==> src/rtl/pipe_stage_buf_pkg.sv <==
// Shared pipeline definitions: boolean/word constants, per-stage payload
// layouts and the NOP payloads each stage buffer drives while empty.
package pipe_stage_buf_pkg;

    localparam logic True  = 1'b1;
    localparam logic False = 1'b0;

    localparam int          WORD_W   = 32;
    localparam logic [31:0] ZeroWord = 32'h0000_0000;

    localparam int         REG_ADDR_W = 5;
    localparam logic [4:0] NOPRegAddr = 5'b00000;

    localparam int         ALU_OP_W = 8;
    localparam logic [7:0] EX_NOP   = 8'h00;

    // IF/ID payload, packed MSB first: {pc, inst}
    typedef struct packed {
        logic [WORD_W-1:0] pc;
        logic [WORD_W-1:0] inst;
    } if_id_t;

    // ID/EX payload, packed MSB first: {alu_op, reg1, reg2, wd, w_req}
    typedef struct packed {
        logic [ALU_OP_W-1:0]   alu_op;
        logic [WORD_W-1:0]     reg1;
        logic [WORD_W-1:0]     reg2;
        logic [REG_ADDR_W-1:0] wd;
        logic                  w_req;
    } id_ex_t;

    // EX/MEM payload, packed MSB first: {wd, w_req, wdata}
    typedef struct packed {
        logic [REG_ADDR_W-1:0] wd;
        logic                  w_req;
        logic [WORD_W-1:0]     wdata;
    } ex_mem_t;

    localparam int IF_ID_W  = $bits(if_id_t);
    localparam int ID_EX_W  = $bits(id_ex_t);
    localparam int EX_MEM_W = $bits(ex_mem_t);

    // Bubbles: an empty stage buffer must look like a NOP to the next stage
    localparam if_id_t  IF_ID_NOP  = '{pc: ZeroWord, inst: ZeroWord};
    localparam id_ex_t  ID_EX_NOP  = '{alu_op: EX_NOP, reg1: ZeroWord, reg2: ZeroWord,
                                       wd: NOPRegAddr, w_req: False};
    localparam ex_mem_t EX_MEM_NOP = '{wd: NOPRegAddr, w_req: False, wdata: ZeroWord};

    function automatic logic [ID_EX_W-1:0] pack_id_ex(input id_ex_t f);
        return f;
    endfunction

    function automatic id_ex_t unpack_id_ex(input logic [ID_EX_W-1:0] d);
        return id_ex_t'(d);
    endfunction

    function automatic logic [EX_MEM_W-1:0] pack_ex_mem(input ex_mem_t f);
        return f;
    endfunction

    function automatic ex_mem_t unpack_ex_mem(input logic [EX_MEM_W-1:0] d);
        return ex_mem_t'(d);
    endfunction

endpackage

==> src/rtl/pipe_stage_buf.sv <==
// Elastic pipeline-stage register: DEPTH-entry circular buffer with
// valid/ready handshakes, a global rdy freeze and a flush that bubbles
// every buffered and incoming entry. Outputs depend on registers only.
module pipe_stage_buf
    import pipe_stage_buf_pkg::*;
#(
    parameter int               WIDTH    = 32,
    parameter int               DEPTH    = 2,
    parameter logic [WIDTH-1:0] NOP_DATA = '0
) (
    input  logic                       clk,
    input  logic                       rst,
    input  logic                       rdy,
    input  logic                       flush,
    input  logic                       in_valid,
    output logic                       in_ready,
    input  logic [WIDTH-1:0]           in_data,
    output logic                       out_valid,
    input  logic                       out_ready,
    output logic [WIDTH-1:0]           out_data,
    output logic [$clog2(DEPTH+1)-1:0] count
);

    localparam int CNT_W = $clog2(DEPTH + 1);
    localparam int PTR_W = (DEPTH > 1) ? $clog2(DEPTH) : 1;

    localparam logic [CNT_W-1:0] FULL = CNT_W'(DEPTH);
    localparam logic [PTR_W-1:0] LAST = PTR_W'(DEPTH - 1);

    // Modulo-DEPTH increment; explicit wrap so non-power-of-2 depths work
    function automatic logic [PTR_W-1:0] ptr_inc(input logic [PTR_W-1:0] p);
        return (p == LAST) ? '0 : p + PTR_W'(1);
    endfunction

    logic [WIDTH-1:0] mem [DEPTH];
    logic [PTR_W-1:0] rd_ptr;
    logic [PTR_W-1:0] wr_ptr;
    logic [CNT_W-1:0] cnt_q;
    logic             push;
    logic             pop;
    logic             xfer_en;

    // in_ready comes from count alone: no out_ready -> in_ready path, so a
    // full buffer only reopens the cycle after a pop.
    assign in_ready  = (cnt_q < FULL);
    assign out_valid = (cnt_q != '0);
    assign out_data  = out_valid ? mem[rd_ptr] : NOP_DATA;
    assign count     = cnt_q;

    assign push    = in_valid & in_ready;
    assign pop     = out_valid & out_ready;
    // Handshakes only take effect when the pipe runs and is not being killed
    assign xfer_en = rdy & ~flush;

    // Pointer/occupancy update: rst > !rdy > flush > push/pop
    always_ff @(posedge clk) begin
        if (rst) begin
            cnt_q  <= '0;
            rd_ptr <= '0;
            wr_ptr <= '0;
        end else if (rdy) begin
            if (flush) begin
                cnt_q  <= '0;
                rd_ptr <= wr_ptr;
            end else begin
                if (push) wr_ptr <= ptr_inc(wr_ptr);
                if (pop)  rd_ptr <= ptr_inc(rd_ptr);
                case ({push, pop})
                    2'b10:   cnt_q <= cnt_q + CNT_W'(1);
                    2'b01:   cnt_q <= cnt_q - CNT_W'(1);
                    default: cnt_q <= cnt_q;
                endcase
            end
        end
    end

    // Payload storage; no reset needed since entries are qualified by count
    always_ff @(posedge clk) begin
        if (!rst && xfer_en && push) begin
            mem[wr_ptr] <= in_data;
        end
    end

endmodule
==> config.mk <==
export PLATFORM = sky130hd
export DESIGN_NAME = pipe_stage_buf
export DESIGN_NICKNAME = d
export VERILOG_FILES = /design/src/rtl/pipe_stage_buf_pkg.sv /design/src/rtl/pipe_stage_buf.sv
export SDC_FILE = /design/constraint.sdc
export NUM_CORES = 1
export LEC_CHECK = 0
export CORE_MARGIN = 5
export CORE_UTILIZATION = 55
export DETAILED_ROUTE_END_ITERATION = 10
export DONT_BUFFER_PORTS = 1
export GPL_ROUTABILITY_DRIVEN = 0
export PLACE_DENSITY = 0.7
export SYNTH_ARGS = -nofsm -noshare
export SYNTH_HDL_FRONTEND = slang
export SYNTH_SLANG_ARGS = --single-unit
==> constraint.sdc <==
create_clock -name clk -period 3.43 [get_ports clk]
set_input_delay 0.343 -clock clk [delete_from_list [all_inputs] [get_ports clk]]
set_output_delay 0.343 -clock clk [all_outputs]
set_load 0.1 [all_outputs]
Yosys cells after proc, flatten, opt, wreduce, memory -nomap -nowiden --
Memories as Yosys holds them, arrays and structs flattened. A register that Yosys moved wholly into a read port is not among the register bits. Cells that the tools add are included. Widths: inputs -> output; s select.
Operators by class: add/sub/neg operators 4, magnitude comparators 1, equal/unequal tests 2, muxes and demuxes 11, bitwise logic cells 4, reductions and logical operators 9
Operators with widths (number):
- $mux 32 | 1
- $mux 1 | 8
- $pmux 2 s2 | 1
- $reduce_and 2->1 | 2
- $reduce_bool 2->1 | 2
- $and 1x1->1 | 3
- $reduce_and 3->1 | 1
- $reduce_bool 3->1 | 1
- $add 1x1->1 const B | 2
- $add 2x1->2 const B | 1
- $eq 2x1->1 const B | 1
- $eq 2x2->1 const B | 1
- $logic_and 1x1->1 | 2
- $lt 2x2->1 const B | 1
- $mux 2 | 1
- $sub 2x1->2 const B | 1
- $logic_not 1->1 | 1
- $not 1->1 | 1
Word-level totals: register bits 4, memory bits (writable) 64, input port bits 38, output and inout port bits 36, word-level logic and storage cells 35, memories kept 1
Memories:
- mem | depth 2, bits a word 32, read ports 1, clocked after memory_dff 1, write ports 1, line pipe_stage_buf.sv:35 | logic [WIDTH-1:0] mem [DEPTH];

Longest topological paths before layout --
Gate-level depths: netlist of run 1.
word-level depth 6, mapped depth 4, gate-level depth less buffers 3

Worst setup path before layout of run 1 --
Ideal clock, no wire load.
kind register to output, start reg cnt_q[0] (netlist: count[0]), end out out_data[10], arrival 2.735 ns, required time 3.087 ns, setup slack 0.352 ns, cell stages (with the launch flop) 4, buffers on the path 1, path through dfxtp_1 nor2_1 buf_2 nor2_1
On the way: word-level cells in the longest chain between the ends 2
Ends and longest elaborated chain:
- start: declaration | line pipe_stage_buf.sv:38 | logic [CNT_W-1:0] cnt_q;
- start signal: assignment | line pipe_stage_buf.sv:69 | 2'b10: cnt_q <= cnt_q + CNT_W'(1);
- start signal: assignment | line pipe_stage_buf.sv:70 | 2'b01: cnt_q <= cnt_q - CNT_W'(1);
- start signal: assignment | line pipe_stage_buf.sv:71 | default: cnt_q <= cnt_q;
- $reduce_bool 2->1 | line pipe_stage_buf.sv:46 | assign out_valid = (cnt_q != '0);
- $mux 32 | line pipe_stage_buf.sv:47 | assign out_data = out_valid ? mem[rd_ptr] : NOP_DATA;
- end: declaration | line pipe_stage_buf.sv:20 | output logic [WIDTH-1:0] out_data,
No other way between the ends.

Final worst setup path of run 1 --
start reg cnt_q[0] (netlist: count[0]), end out out_valid
On the way: word-level cells in the longest chain between the ends 1
Ends and longest elaborated chain:
- $reduce_bool 2->1 | line pipe_stage_buf.sv:46
- end: declaration | line pipe_stage_buf.sv:18 | output logic out_valid,
No other way between the ends.

==> impl_metrics.py, run 1 <==
metrics = {
    "critical_path": {
        "crit_path_max_fanout": 33,
        "startpoint_type": "register",
        "cp-startpoint": "count[0]$_SDFFE_PP0P_",
        "critical_path_class": "register to output port",
        "crit_required_ns": 3.09,
        "r2r-start": "count[1]$_SDFFE_PP0P_",
        "end_kind": "output port",
        "cp.arrival_ns": 2.18,
    },
    "cts": {
        "cts_max_level": 3,
        "clockBufferDepth": 2,
        "cts_hold_buffers": 0,
        "worst_skew_pair.late_latency_ns": 0.33,
        "cts_tree": "yes",
        "cts_resized": 0,
        "clk_pin_slew_ns": 0.07,
        "cts_buffers": 9,
        "cts_root_buffer": "clkbuf_8",
        "clock_sinks": 69,
        "post_cts_buffers": 0,
    },
    "synthesis": {
        "netlist_instances": 169,
        "ys_types": 21,
        "yosys_register_bits": 69,
        "syn_nets": 207,
        "yosysWarnings": 0,
        "synth_ff_type": "edfxtp_1",
        "synth_area_mm2": 0.002693,
        "syn_avg_cell_area_um2": 15.93,
        "synthArstFlopShare": 0,
        "synth_edf_count": 64,
        "yosysSeqAreaShare": 0.7509,
    },
    "sta": {
        "setup_violations": 0,
        "finalWorstSetupSlack_ns": 0.9023,
        "slew_headroom": 0.2424,
        "hold_viol": 0,
        "tns_ns": 0,
        "drv_slew": 0,
        "worst_pin_slew_ns": 1.134,
        "period_needed_ns": 2.528,
        "fin_crit_sh": 0.7369,
        "clock_skew_ns": 0.004204,
        "rsz0062_at_grt": "false",
        "max_freq_mhz": 395.6,
    },
    "global_routing": {
        "grt_antenna_before_repair": 0,
        "grtUsageMet1": 0.1653,
        "grt_pass1_vias": 1565,
        "busiest_layer": "met2",
        "grt_max_degree": 34,
        "grtUsageMet3": 0.08804,
        "grt_use_total": 0.1599,
        "grt_pass1_wl_um": 7458,
        "use_met2": 0.2724,
        "gr-total-overflow": 0,
    },
    "routing": {
        "vias": 1486,
        "viasPerCell": 5.288,
        "antenna_left": 0,
        "drtPass1Iterations": 4,
        "routed_wirelength_um": 4757,
        "remaining_drc_errors": 0,
        "detailedRoute.firstIterationViolations": 69,
        "wl_per_cell_um": 16.93,
    },
    "layout": {
        "layout-drive-gt1-share": 0.4112,
        "area_delta_synth_final_pct": 22.30,
        "n_antenna_cell": 0,
        "nFillCells": 324,
        "fin_util": 0.6972,
        "fin_nets": 247,
    },
    "worst_hold_path": {
        "min_from": "rst",
        "hp-class": "input port to register",
    },
    "floorplan": {
        "die_w_um": 79.97,
        "pin_count": 74,
        "rows": 25,
        "initial_core_util": 0.5701,
        "die_height_um": 79.97,
        "fp.coreArea_mm2": 0.004723,
        "die_area_mm2": 0.006395,
    },
    "pwr": {
        "clkPwrFrac": 0.349,
        "power.net_switching_uw": 423.6,
        "p_int_uw": 1304,
        "finalPower_uw": 1728,
        "seqPwrFrac": 0.545,
        "comb_power_share": 0.106,
        "p_leak_uw": 0.001072,
        "switching_share": 0.2451,
        "p_per_area_mw_per_mm2": 524.7,
        "irDropWorstVdd_v": 0.0003660,
    },
    "run": {
        "maxCapViolCount": 0,
    },
    "place": {
        "dp_hpwl_um": 3243,
        "io_buffer_count": 0,
        "pre_cts_slack_ns": 1.219,
    },
    "outcome": {
        "status": "finished clean",
    },
}
per-layer routing:
layer  vias up  wire length (um)
li1        704                 -
met1       716              1692
met2        60              2481
met3         6               519
met4         0                62
met5         -                 0
power by group through the flow:
stage / Sequential, uW / Clock (uW) / Combinational [uW]
floorplan: 958 / 0 / 145
finish: 942 / 602 / 183
global placement: 960 / 0 / 182
CTS: 942 / 618 / 185
detailed placement: 960 / 0 / 185
global route: 943 / 658 / 190
cell usage in the layout, fill, tap and decap left out, types with 3 or more instances in the layout:
master | Yosys | routed
edfxtp_1 | 64 | 64
buf_4 | 2 | 36
mux2i_1 | 33 | 33
nor2_2 | 0 | 32
clkbuf_8 | 0 | 9
inv_1 | 4 | 4
dfxtp_1 | 5 | 4
nor2_4 | 0 | 3
nand2b_1 | 3 | 3
critical path, stage by stage, from the launching register on:
cell and delay (ns):
dfxtp_1 0.30, buf_4 0.24, nor2_4 0.90, inv_1 0.10, buf_4 0.28
cells in the mapped netlist, types with 2 or more instances:
library cell,n,area (um2)
mux2i_1,33,330.3
nor2_1,37,138.9
inv_1,4,15.01
buf_4,2,15.01
o21ai_0,2,10.01
edfxtp_1,64,1922
nand2b_1,3,18.77
xnor2_1,2,17.52
a31oi_1,2,12.51
buf_2,5,25.02
dfxtp_1,5,100.1
final timing paths:
path | end | slack, ns | cells past startpoint
min | wr_ptr$_SDFFE_PP0P_ | 0.08 | 1
max reg2reg | mem[1][12]$_DFFE_PP_ | 1.23 | 4
max | out_valid | 0.90 | 4
min reg2reg | register | 0.52 | 2
area by class of cell:
class                   instances  area, um2  area share
multi-input cells              89      718.2      0.2181
clock inverters                 5      51.30     0.01558
repair buffers                 36      270.3     0.08207
well taps                      67      83.83     0.02546
flip-flops and latches         69       2023      0.6144
inverters                       4      15.01    0.004559
clock buffers                  11      131.4     0.03989
metrics by stage:
| step | hold WS, ns | instance area [um2] | instances |
|---|---|---|---|
| floorplan | 0.4154 | 2693 | 169 |
| global placement | 0.4180 | 3110 | 265 |
| detailed placement | 0.4182 | 3110 | 265 |
| CTS | 0.06341 | 3293 | 281 |
| global route | 0.05788 | 3293 | 281 |
| finish | 0.07899 | 3293 | 281 |
sequential cells by signal (all words and copies together), names as in the netlist, named ones only:
name    cells
count       2
mem        64
rd_ptr      1
wr_ptr      1
cells by family after synthesis:
family                    after synthesis  share of synthesized area
AOI/OAI and AO/OA                       7                    0.01905
xor gates and xnor gates                2                   0.006507
buffers and inverters                  11                    0.02044
DFF                                    69                     0.7509
muxes                                  33                     0.1227
and+or+nand+nor                        47                    0.08039
Note: power is estimated with default switching activity, not from simulation.
==> run 2, diff against run 1 <==
- clock period: 3.43 -> 2.6 ns (I/O delays scaled with it)
==> impl_metrics.py, run 2 (synthesized netlist as in run 1, its figures left out) <==
metrics = {
    "routing": {
        "remaining_drc_errors": 0,
        "wl_per_cell_um": 17.92,
        "routed_wirelength_um": 5753,
        "drtPass1Iterations": 4,
        "antenna_left": 0,
        "vias": 1682,
        "viasPerCell": 5.240,
        "detailedRoute.firstIterationViolations": 64,
    },
    "cts": {
        "cts_buffers": 9,
        "clock_sinks": 69,
        "cts_max_level": 3,
        "clk_pin_slew_ns": 0.06,
        "clockBufferDepth": 2,
        "cts_tree": "yes",
        "cts_root_buffer": "clkbuf_8",
        "worst_skew_pair.late_latency_ns": 0.35,
    },
    "floorplan": {
        "rows": 25,
        "die_w_um": 79.97,
        "die_height_um": 79.97,
        "fp.coreArea_mm2": 0.004723,
        "initial_core_util": 0.5701,
        "pin_count": 74,
        "die_area_mm2": 0.006395,
    },
    "critical_path": {
        "crit_path_max_fanout": 14,
        "cp.buffers_inverters": 2,
        "critical_path_class": "register to output port",
        "slowest_delay_ns": 0.56,
        "crit_required_ns": 2.34,
        "slowest_stage": "dfxtp_2",
        "end_kind": "output port",
        "startpoint_type": "register",
        "cp_cell_sequence": "buf_4 -> mux2i_1 -> nor2_2 -> buf_12",
        "cpLargestDelayFamily": "flip-flops",
        "cp.arrival_ns": 1.79,
    },
    "global_routing": {
        "gr-total-overflow": 0,
        "grt_pass1_wl_um": 8825,
        "grt_antenna_before_repair": 0,
        "grt_use_total": 0.1918,
        "grt_pass1_vias": 1851,
        "grt_max_degree": 21,
    },
    "layout": {
        "largest_register_ffs": 64,
        "fin_nets": 287,
        "top_register": "mem",
        "fin_area_mm2": 0.003993,
        "area_delta_synth_final_pct": 48.28,
        "nFillCells": 222,
        "final_cell_mix": "edfxtp_1, dlygate4sd3_1, mux2i_1, nor2_2, buf_12",
        "n_antenna_cell": 0,
        "instances_no_fill": 321,
        "layout-drive-gt1-share": 0.3701,
        "final_common_cell": "edfxtp_1",
    },
    "pwr": {
        "irDropWorstVdd_v": 0.0004865,
        "p_leak_uw": 0.001330,
        "p_per_area_mw_per_mm2": 623.6,
    },
    "outcome": {
        "status": "finished clean",
    },
    "sta": {
        "fin_crit_sh": 0.7882,
        "whs_ns": 0.01779,
        "rsz0062_at_grt": "false",
        "hold_viol": 0,
        "max_freq_mhz": 488.0,
        "worst_pin_slew_ns": 0.5613,
        "drv_slew": 0,
        "slew_headroom": 0.6249,
        "finalWorstSetupSlack_ns": 0.5506,
        "period_needed_ns": 2.049,
        "setup_violations": 0,
        "clock_skew_ns": 0.01113,
    },
    "place": {
        "io_buffer_count": 0,
        "dpl_cell_area_mm2": 0.003436,
        "dp_hpwl_um": 3584,
        "placedCellCount": 270,
        "pre_cts_slack_ns": 0.8593,
    },
    "worst_hold_path": {
        "hp-class": "input port to register",
    },
    "run": {
        "maxCapViolCount": 0,
    },
}
-- run 2: power breakdown --
part | switching [uW] | total, uW | leakage, uW | internal, uW
clock network | 376 | 912 | 0.000107 | 535
registers | 9.39 | 1240 | 0.000619 | 1230
logic | 217 | 341 | 0.000603 | 123
-- run 2: layer usage --
| metal | share of wire | vias to the layer above | track usage |
|---|---|---|---|
| met5 | 0 | - | 0 |
| met2 | 0.58 | 59 | 0.3634 |
| met1 | 0.34 | 824 | 0.1858 |
| met4 | 0.023 | 0 | 0.1064 |
| li1 | - | 786 | - |
| met3 | 0.059 | 13 | 0.04740 |
-- run 2: layout make-up --
class,count,area (um2),area share
flip-flops and latches,69,2023,0.5067
clock inverters,5,75.07,0.01880
clock buffers,11,131.4,0.03291
well taps,67,83.83,0.02100
multi-input cells,89,718.2,0.1799
repair buffers,76,945.9,0.2369
inverters,4,15.01,0.003761
-- run 2: worst paths after layout --
check | from | to | slack [ns] | cells past startpoint
worst max-delay path | register | out_data[12] | 0.55 | 4
worst min-delay path | rst | count[0]$_SDFFE_PP0P_ | 0.02 | 1
worst min register to register | rd_ptr$_SDFFE_PP0P_ | register | 0.54 | 2
worst max register to register | count[1]$_SDFFE_PP0P_ | mem[1][25]$_DFFE_PP_ | 0.86 | 4
-- run 2: metrics by stage --
| step | util | setup TNS [ns] | total power (uW) |
|---|---|---|---|
| after global routing | 0.8453 | 0 | 2566 |
| final | 0.8453 | 0 | 2490 |
| after floorplan | - | -36.81 | 1455 |
| after CTS | 0.8326 | 0 | 2491 |
| after detailed placement | 0.7274 | 0 | 1552 |
| after global placement | 0.7274 | 0 | 1547 |
-- run 2: what timing repair did --
item                                    CTS  global route
gates resized for setup                   0             0
hold buffers                             29             6
buffers inserted                          0             0
endpoints found under the setup margin    0             0
hold endpoints to repair                 57            10
